--- src/rtl/clkdiv_gen.sv ---
// Multi-channel programmable clock divider: registered, glitch-free divided
// clocks with per-channel run enable and period-aligned ratio updates.
module clkdiv_gen #(
  parameter int NCH      = 2,
  parameter int DIVW     = 8,
  parameter int DIV_INIT = 5
) (
  input  logic            fclk,
  input  logic            rst,
  input  logic [NCH-1:0]  en,
  input  logic [NCH-1:0]  div_wr,
  input  logic [DIVW-1:0] div_val,
  output logic [NCH-1:0]  clk_out,
  output logic [NCH-1:0]  tick,
  output logic [NCH-1:0]  busy
);

  typedef enum logic [1:0] {IDLE, RUN, STOP} state_t;

  localparam logic [DIVW-1:0] DIV_RST = DIVW'(DIV_INIT);

  if (DIV_INIT < 2 || DIV_INIT > (1 << DIVW) - 1) begin : g_bad_init
    $error("clkdiv_gen: DIV_INIT outside 2..2^DIVW-1");
  end

  logic div_ok;
  assign div_ok = (div_val >= DIVW'(2));

  for (genvar gi = 0; gi < NCH; gi++) begin : g_ch
    state_t          state_reg, state_next;
    logic [DIVW-1:0] cnt_reg, cnt_next;
    logic [DIVW-1:0] div_reg, div_next;
    logic [DIVW-1:0] pdiv_reg, pdiv_next;
    logic            busy_reg, busy_next;
    logic            clk_reg, clk_next;
    logic            tick_reg, tick_next;
    logic            wrap, apply;

    always_comb begin
      state_next = state_reg;
      cnt_next   = cnt_reg;
      wrap       = (state_reg != IDLE) && (cnt_reg == div_reg - DIVW'(1));

      case (state_reg)
        IDLE: begin
          cnt_next = '0;
          if (en[gi]) state_next = RUN;
        end
        RUN: begin
          cnt_next = wrap ? '0 : cnt_reg + DIVW'(1);
          // Dropping en on the last cycle of a period means that period is already complete.
          if (!en[gi]) state_next = wrap ? IDLE : STOP;
        end
        STOP: begin
          cnt_next = wrap ? '0 : cnt_reg + DIVW'(1);
          if (wrap) state_next = en[gi] ? RUN : IDLE;
        end
        default: begin
          state_next = IDLE;
          cnt_next   = '0;
        end
      endcase

      // Ratio changes land only on a period boundary, or immediately when idle.
      apply     = busy_reg && ((state_reg == IDLE) || wrap);
      div_next  = apply ? pdiv_reg : div_reg;
      pdiv_next = pdiv_reg;
      busy_next = busy_reg && !apply;
      if (div_wr[gi] && div_ok) begin
        pdiv_next = div_val;
        busy_next = 1'b1;
      end

      clk_next  = (state_next != IDLE) && (cnt_next < (div_next >> 1));
      tick_next = (state_next == RUN) && (cnt_next == '0);
    end

    always_ff @(posedge fclk) begin
      if (rst) begin
        state_reg <= IDLE;
        cnt_reg   <= '0;
        div_reg   <= DIV_RST;
        pdiv_reg  <= DIV_RST;
        busy_reg  <= 1'b0;
        clk_reg   <= 1'b0;
        tick_reg  <= 1'b0;
      end else begin
        state_reg <= state_next;
        cnt_reg   <= cnt_next;
        div_reg   <= div_next;
        pdiv_reg  <= pdiv_next;
        busy_reg  <= busy_next;
        clk_reg   <= clk_next;
        tick_reg  <= tick_next;
      end
    end

    assign clk_out[gi] = clk_reg;
    assign tick[gi]    = tick_reg;
    assign busy[gi]    = busy_reg;
  end

endmodule

--- config.mk ---
export PLATFORM = sky130hd
export DESIGN_NAME = clkdiv_gen
export DESIGN_NICKNAME = d
export VERILOG_FILES = /design/src/rtl/clkdiv_gen.sv
export SDC_FILE = /design/constraint.sdc
export NUM_CORES = 1
export LEC_CHECK = 0
export BUFFER_PORTS_ARGS = -buffer_cell sky130_fd_sc_hd__buf_2
export CORE_UTILIZATION = 49
export CTS_CLUSTER_SIZE = 30
export DETAILED_ROUTE_END_ITERATION = 12
export PLACE_DENSITY = 0.74
export SLEW_MARGIN = 20
export SYNTH_ARGS = -nofsm -noshare
export SYNTH_HDL_FRONTEND = slang
export SYNTH_SLANG_ARGS = --single-unit
--- constraint.sdc ---
create_clock -name fclk -period 5.8 [get_ports fclk]
set_input_delay 0.58 -clock fclk [delete_from_list [all_inputs] [get_ports fclk]]
set_output_delay 0.58 -clock fclk [all_outputs]
set_load 0.01 [all_outputs]
# == Word-level counts from Yosys, hierarchy flattened ==
# Cells that the tools add are included.
# totals
register_bits,58
latch_bits,0
n_memories,0
rom_bits,0
ram_bits,0
# op_classes
n_reduce_logical,26
n_eq_ne,8
shifts,0
n_mul,0
addsub,4
magnitude_cmp,3
div,0
bitwise,0
muxes,20
# op_table
operator,count
$mux W8,6
$add A8 B1 Y8 const B,2
$eq A8 B8 Y1,2
$logic_not A8 Y1,2
$lt A8 B7 Y1,2
$mux W2,8
$sub A8 B1 Y8 const B,2
$logic_and A1 B1 Y1,12
$pmux W2 S3,2
$eq A2 B1 Y1 const B,4
$ge A8 B2 Y1 const B,1
$reduce_bool A2 Y1,4
$eq A2 B2 Y1 const B,2
$logic_not A2 Y1,2
$mux W1,4
$reduce_or A2 Y1,2
$logic_not A1 Y1,2
$logic_or A1 B1 Y1,2

# == Longest topological paths before layout ==
# logic_depth
ltp_word,8
depth_mapped,15
depth_no_buf,14

# == Least setup slack after synthesis ==
# Ideal clock, no wire load.
# synth_path
path_kind,register to register
start,register g_ch[1].div_reg[0]
end,register g_ch[1].clk_reg
path_buffers,1
slack_ps,2249
path_stages_with_launch,13
arrival_time_ps,3463
setup_ps,88
path_cell_list,dfxtp_1 > or4_4 > or4_1 > o211ai_1 > a31oi_1 > o31ai_4 > buf_2 > nor2_1 > ha_1 > a21o_1 > a2111oi_0 > o221ai_1 > nor4_2
# synth_between
word_cells_on_any_way,15
cone_classes,add/sub: 1; order compare: 1; eq/ne: 1; mux: 7; reduce/logical: 5
# synth_rtl
item,line_no,rtl
from (decl),32,"logic [DIVW-1:0] div_reg, div_next;"
from (signal assigned),90,div_reg <= div_next;
$sub A8 B1 Y8,42,wrap = (state_reg != IDLE) && (cnt_reg == div_reg - DIVW'(1));
$eq A8 B8 Y1,42,
$logic_and A1 B1 Y1,42,
$mux W8,"50, 55",
$mux W8,--,
net g_ch[1].cnt_next[5],31,"logic [DIVW-1:0] cnt_reg, cnt_next;"
$lt A8 B7 Y1,74,clk_next = (state_next != IDLE) && (cnt_next < (div_next >> 1));
$logic_and A1 B1 Y1,74,
to (signal assigned),93,clk_reg <= clk_next;
to (decl),35,"logic clk_reg, clk_next;"
# The timed path passes the listed nets, and every way through them passes these cells.
# A chain may end at the register's enable or synchronous reset.

# == Final worst setup path ==
# Same ends and word-level chain as after synthesis.

==> impl_metrics.py <==
metrics = {
    "pwr": {
        "p_leak_nw": 1.51,
        "p_per_area_mw_per_mm2": 324,
        "peakVddDrop_v": 0.000148,
        "p_total_mw": 1.23,
    },
    "floorplanning": {
        "start_util_pct": 51.0,
        "row_count": 30,
        "die-area_mm2": 0.00741,
        "die_w_um": 86.1,
        "ios": 20,
        "core-area_mm2": 0.00679,
        "die_y_um": 86.1,
    },
    "synthesis": {
        "ys_types": 65,
        "synthCells": 419,
        "synthTopCellsByArea": "dfxtp_1 (34%), ha_1 (8.7%), nand2_1 (4.9%)",
        "netlist_area_mm2": 0.00346,
        "async_flop_share_pct": 0,
        "synth-seq-area-share_pct": 33.5,
        "yosys_register_bits": 58,
        "synth-edff-count": 0,
        "syn-num-nets": 457,
        "yosysWarnings": 0,
        "avgSynthCellArea_um2": 8.27,
        "yosysTopAreaCell": "dfxtp_1",
        "synth_top_area_share_pct": 33.5,
        "ys.flop_type": "dfxtp_1",
    },
    "placement": {
        "post-dp-hpwl_mm": 5.66,
        "placed_cell_area_mm2": 0.00355,
        "place_ws_ns": 1.94,
        "routabilityCongestion": 0.854,
        "port_buffers": 19,
    },
    "global_route": {
        "antenna_found_initial": 0,
        "grt_pass1_wl_mm": 12.8,
        "grt_max_degree": 42,
        "grt_usage_pct": 21.9,
        "grt_pass1_vias": 2770,
        "globalRouteOverflowTotal": 0,
    },
    "timing": {
        "worst_slack_ns": 1.89,
        "fmax_mhz": 255,
        "holdWs_ns": 0.455,
        "rsz0062_at_grt": "no",
        "fin_worst_skew_ns": 0.0140,
        "fin_setup_tns_ns": 0,
        "fin_crit_sh_pct": 67.5,
        "drv_slew": 0,
        "slew_headroom_pct": 48.0,
        "final_hold_viol_count": 0,
        "setup_viol": 0,
        "worstMarginPinSlew_ns": 0.780,
        "period_needed_ns": 3.91,
    },
    "cts": {
        "cts_max_level": 3,
        "hold_buffers": 0,
        "numCtsBuffers": 9,
        "cts_sinks": 58,
        "insertion_delay_ns": 0.34,
        "path_clk_slew_ns": 0.07,
        "cts_resized": 0,
        "cts_tree": "done",
        "cts_buffer_depth": 2,
        "cts_root_buf": "clkbuf_8",
        "cts_setup_buffers": 0,
    },
    "outcome": {
        "status": "finished clean",
    },
    "detailed_routing": {
        "drt-total-wl_mm": 7.48,
        "first_pass_iters": 5,
        "post_drt_wl_per_cell_um": 14.2,
        "drt_iter0_drc": 166,
        "vias": 2930,
        "ant_nets": 0,
        "vias_per_cell": 5.58,
        "route.detailed.drc": 0,
    },
    "critical_path": {
        "worstPathArrival_ns": 4.16,
        "cp.required_ns": 6.05,
        "crit_fanout": 16,
        "critPathLaunchType": "flip-flop",
        "crit_type": "flip-flop to flip-flop",
        "crit_path_end_kind": "flip-flop",
    },
    "run": {
        "cap_viol_max_count": 0,
    },
    "layout": {
        "syn2layout_area_growth_pct": 9.10,
        "diodes": 0,
        "n_fill_cell": 618,
        "final_layout_size_suffix_gt1_share_pct": 11.9,
        "final_cell_area_mm2": 0.00378,
        "nNetsFinal": 462,
    },
    "worst_hold_path": {
        "hold_class": "flip-flop to flip-flop",
    },
}
## Yosys cell counts, types with 2 or more instances
library cell	n
a2111oi_0	4
a211oi_1	2
a21o_1	5
a21oi_1	27
a31oi_1	3
and2_1	7
and3_1	3
buf_1	2
buf_2	2
buf_4	6
clkbuf_1	14
dfxtp_1	58
ha_1	24
inv_1	14
mux2i_1	11
nand2_1	45
nand2b_1	6
nand3_1	24
nand3b_1	2
nor2_1	41
nor2b_1	2
nor3_1	15
nor4_1	4
o2111ai_1	4
o211ai_1	3
o21a_1	2
o21ai_0	18
o221ai_1	2
o311ai_0	2
or3_1	2
or3b_2	3
or4_1	3
xnor2_1	15
xor2_1	13
## final cells by class
class	count	area (um2)	share of cell area, %
Timing Repair Buffer	19	95.1	2.52
Tap cell	96	120	3.18
Multi-Input combinational cell	321	2120	56.1
Sequential cell	58	1160	30.7
Clock inverter	7	103	2.72
Clock buffer	9	124	3.28
Inverter	15	56.3	1.49
## layout by cell type (no fill, tap or decap), drive strengths merged, types with 5 or more instances in the layout
cell type	synthesis	routed
xor2	13	13
nand2b	6	6
buf	11	19
inv	14	15
nor3	16	16
nor2	41	41
a21o	5	5
and2	7	7
ha	24	24
a21oi	27	27
xnor2	15	15
nand2	45	45
nand3	25	25
dfxtp	58	58
clkbuf	14	9
mux2i	11	11
o21ai	19	19
nor4	5	5
## where the power goes
part           switching [mW]  leakage [nW]  internal, mW
Clock                   0.178         0.110         0.245
Sequential             0.0366         0.474         0.434
Combinational           0.201         0.923         0.131
## routing by layer
metal	global-route usage (%)	routed length, um	vias up
li1	-	-	1501
met1	30.2	3590	1352
met2	33.3	3430	65
met3	3.56	308	12
met4	10.2	147	0
met5	0	0	-
## stage by stage
step	util, %	std cells
after global placement	52.3	509
after CTS	55.6	525
after detailed placement	52.3	509
final	55.6	525
after global routing	55.6	525
after floorplan	-	419
## worst max-delay path, stage by stage, from the launching register on
cell       delay (ns)
dfxtp_1          0.35
or4_4            0.56
or4_1            0.51
o211ai_1         0.12
a31oi_1          0.13
o31ai_4          0.61
nor2_1           0.12
ha_1             0.34
a21o_1           0.18
a2111oi_0        0.40
o221ai_1         0.22
nor4_2           0.29
## final timing paths
path              cells past startpoint  slack [ns]                               end                             start
setup reg to reg                     11        1.89        g_ch[1].clk_reg$_SDFF_PP0_   g_ch[1].div_reg[0]$_SDFFE_PP1P_
setup / recovery                     11        1.89        g_ch[1].clk_reg$_SDFF_PP0_   g_ch[1].div_reg[0]$_SDFFE_PP1P_
hold reg to reg                       2        0.46  g_ch[0].pdiv_reg[5]$_SDFFE_PP0P_  g_ch[0].pdiv_reg[5]$_SDFFE_PP0P_
hold / removal                        2        0.46  g_ch[0].pdiv_reg[5]$_SDFFE_PP0P_  g_ch[0].pdiv_reg[5]$_SDFFE_PP0P_
## cell families (layout without fill, tap and decap cells)
kind of cell	after synthesis	count (layout)	share of synthesized area, %
and+or+nand+nor	169	169	24.7
AOI/OAI and AO/OA	88	88	17.2
DFF	58	58	33.5
buffers and inverters	40	50	5.27
xor gates and xnor gates	28	28	7.08
adders and majority gates	24	24	8.67
muxes	12	12	3.50
Note: power is estimated with default switching activity, not from simulation.
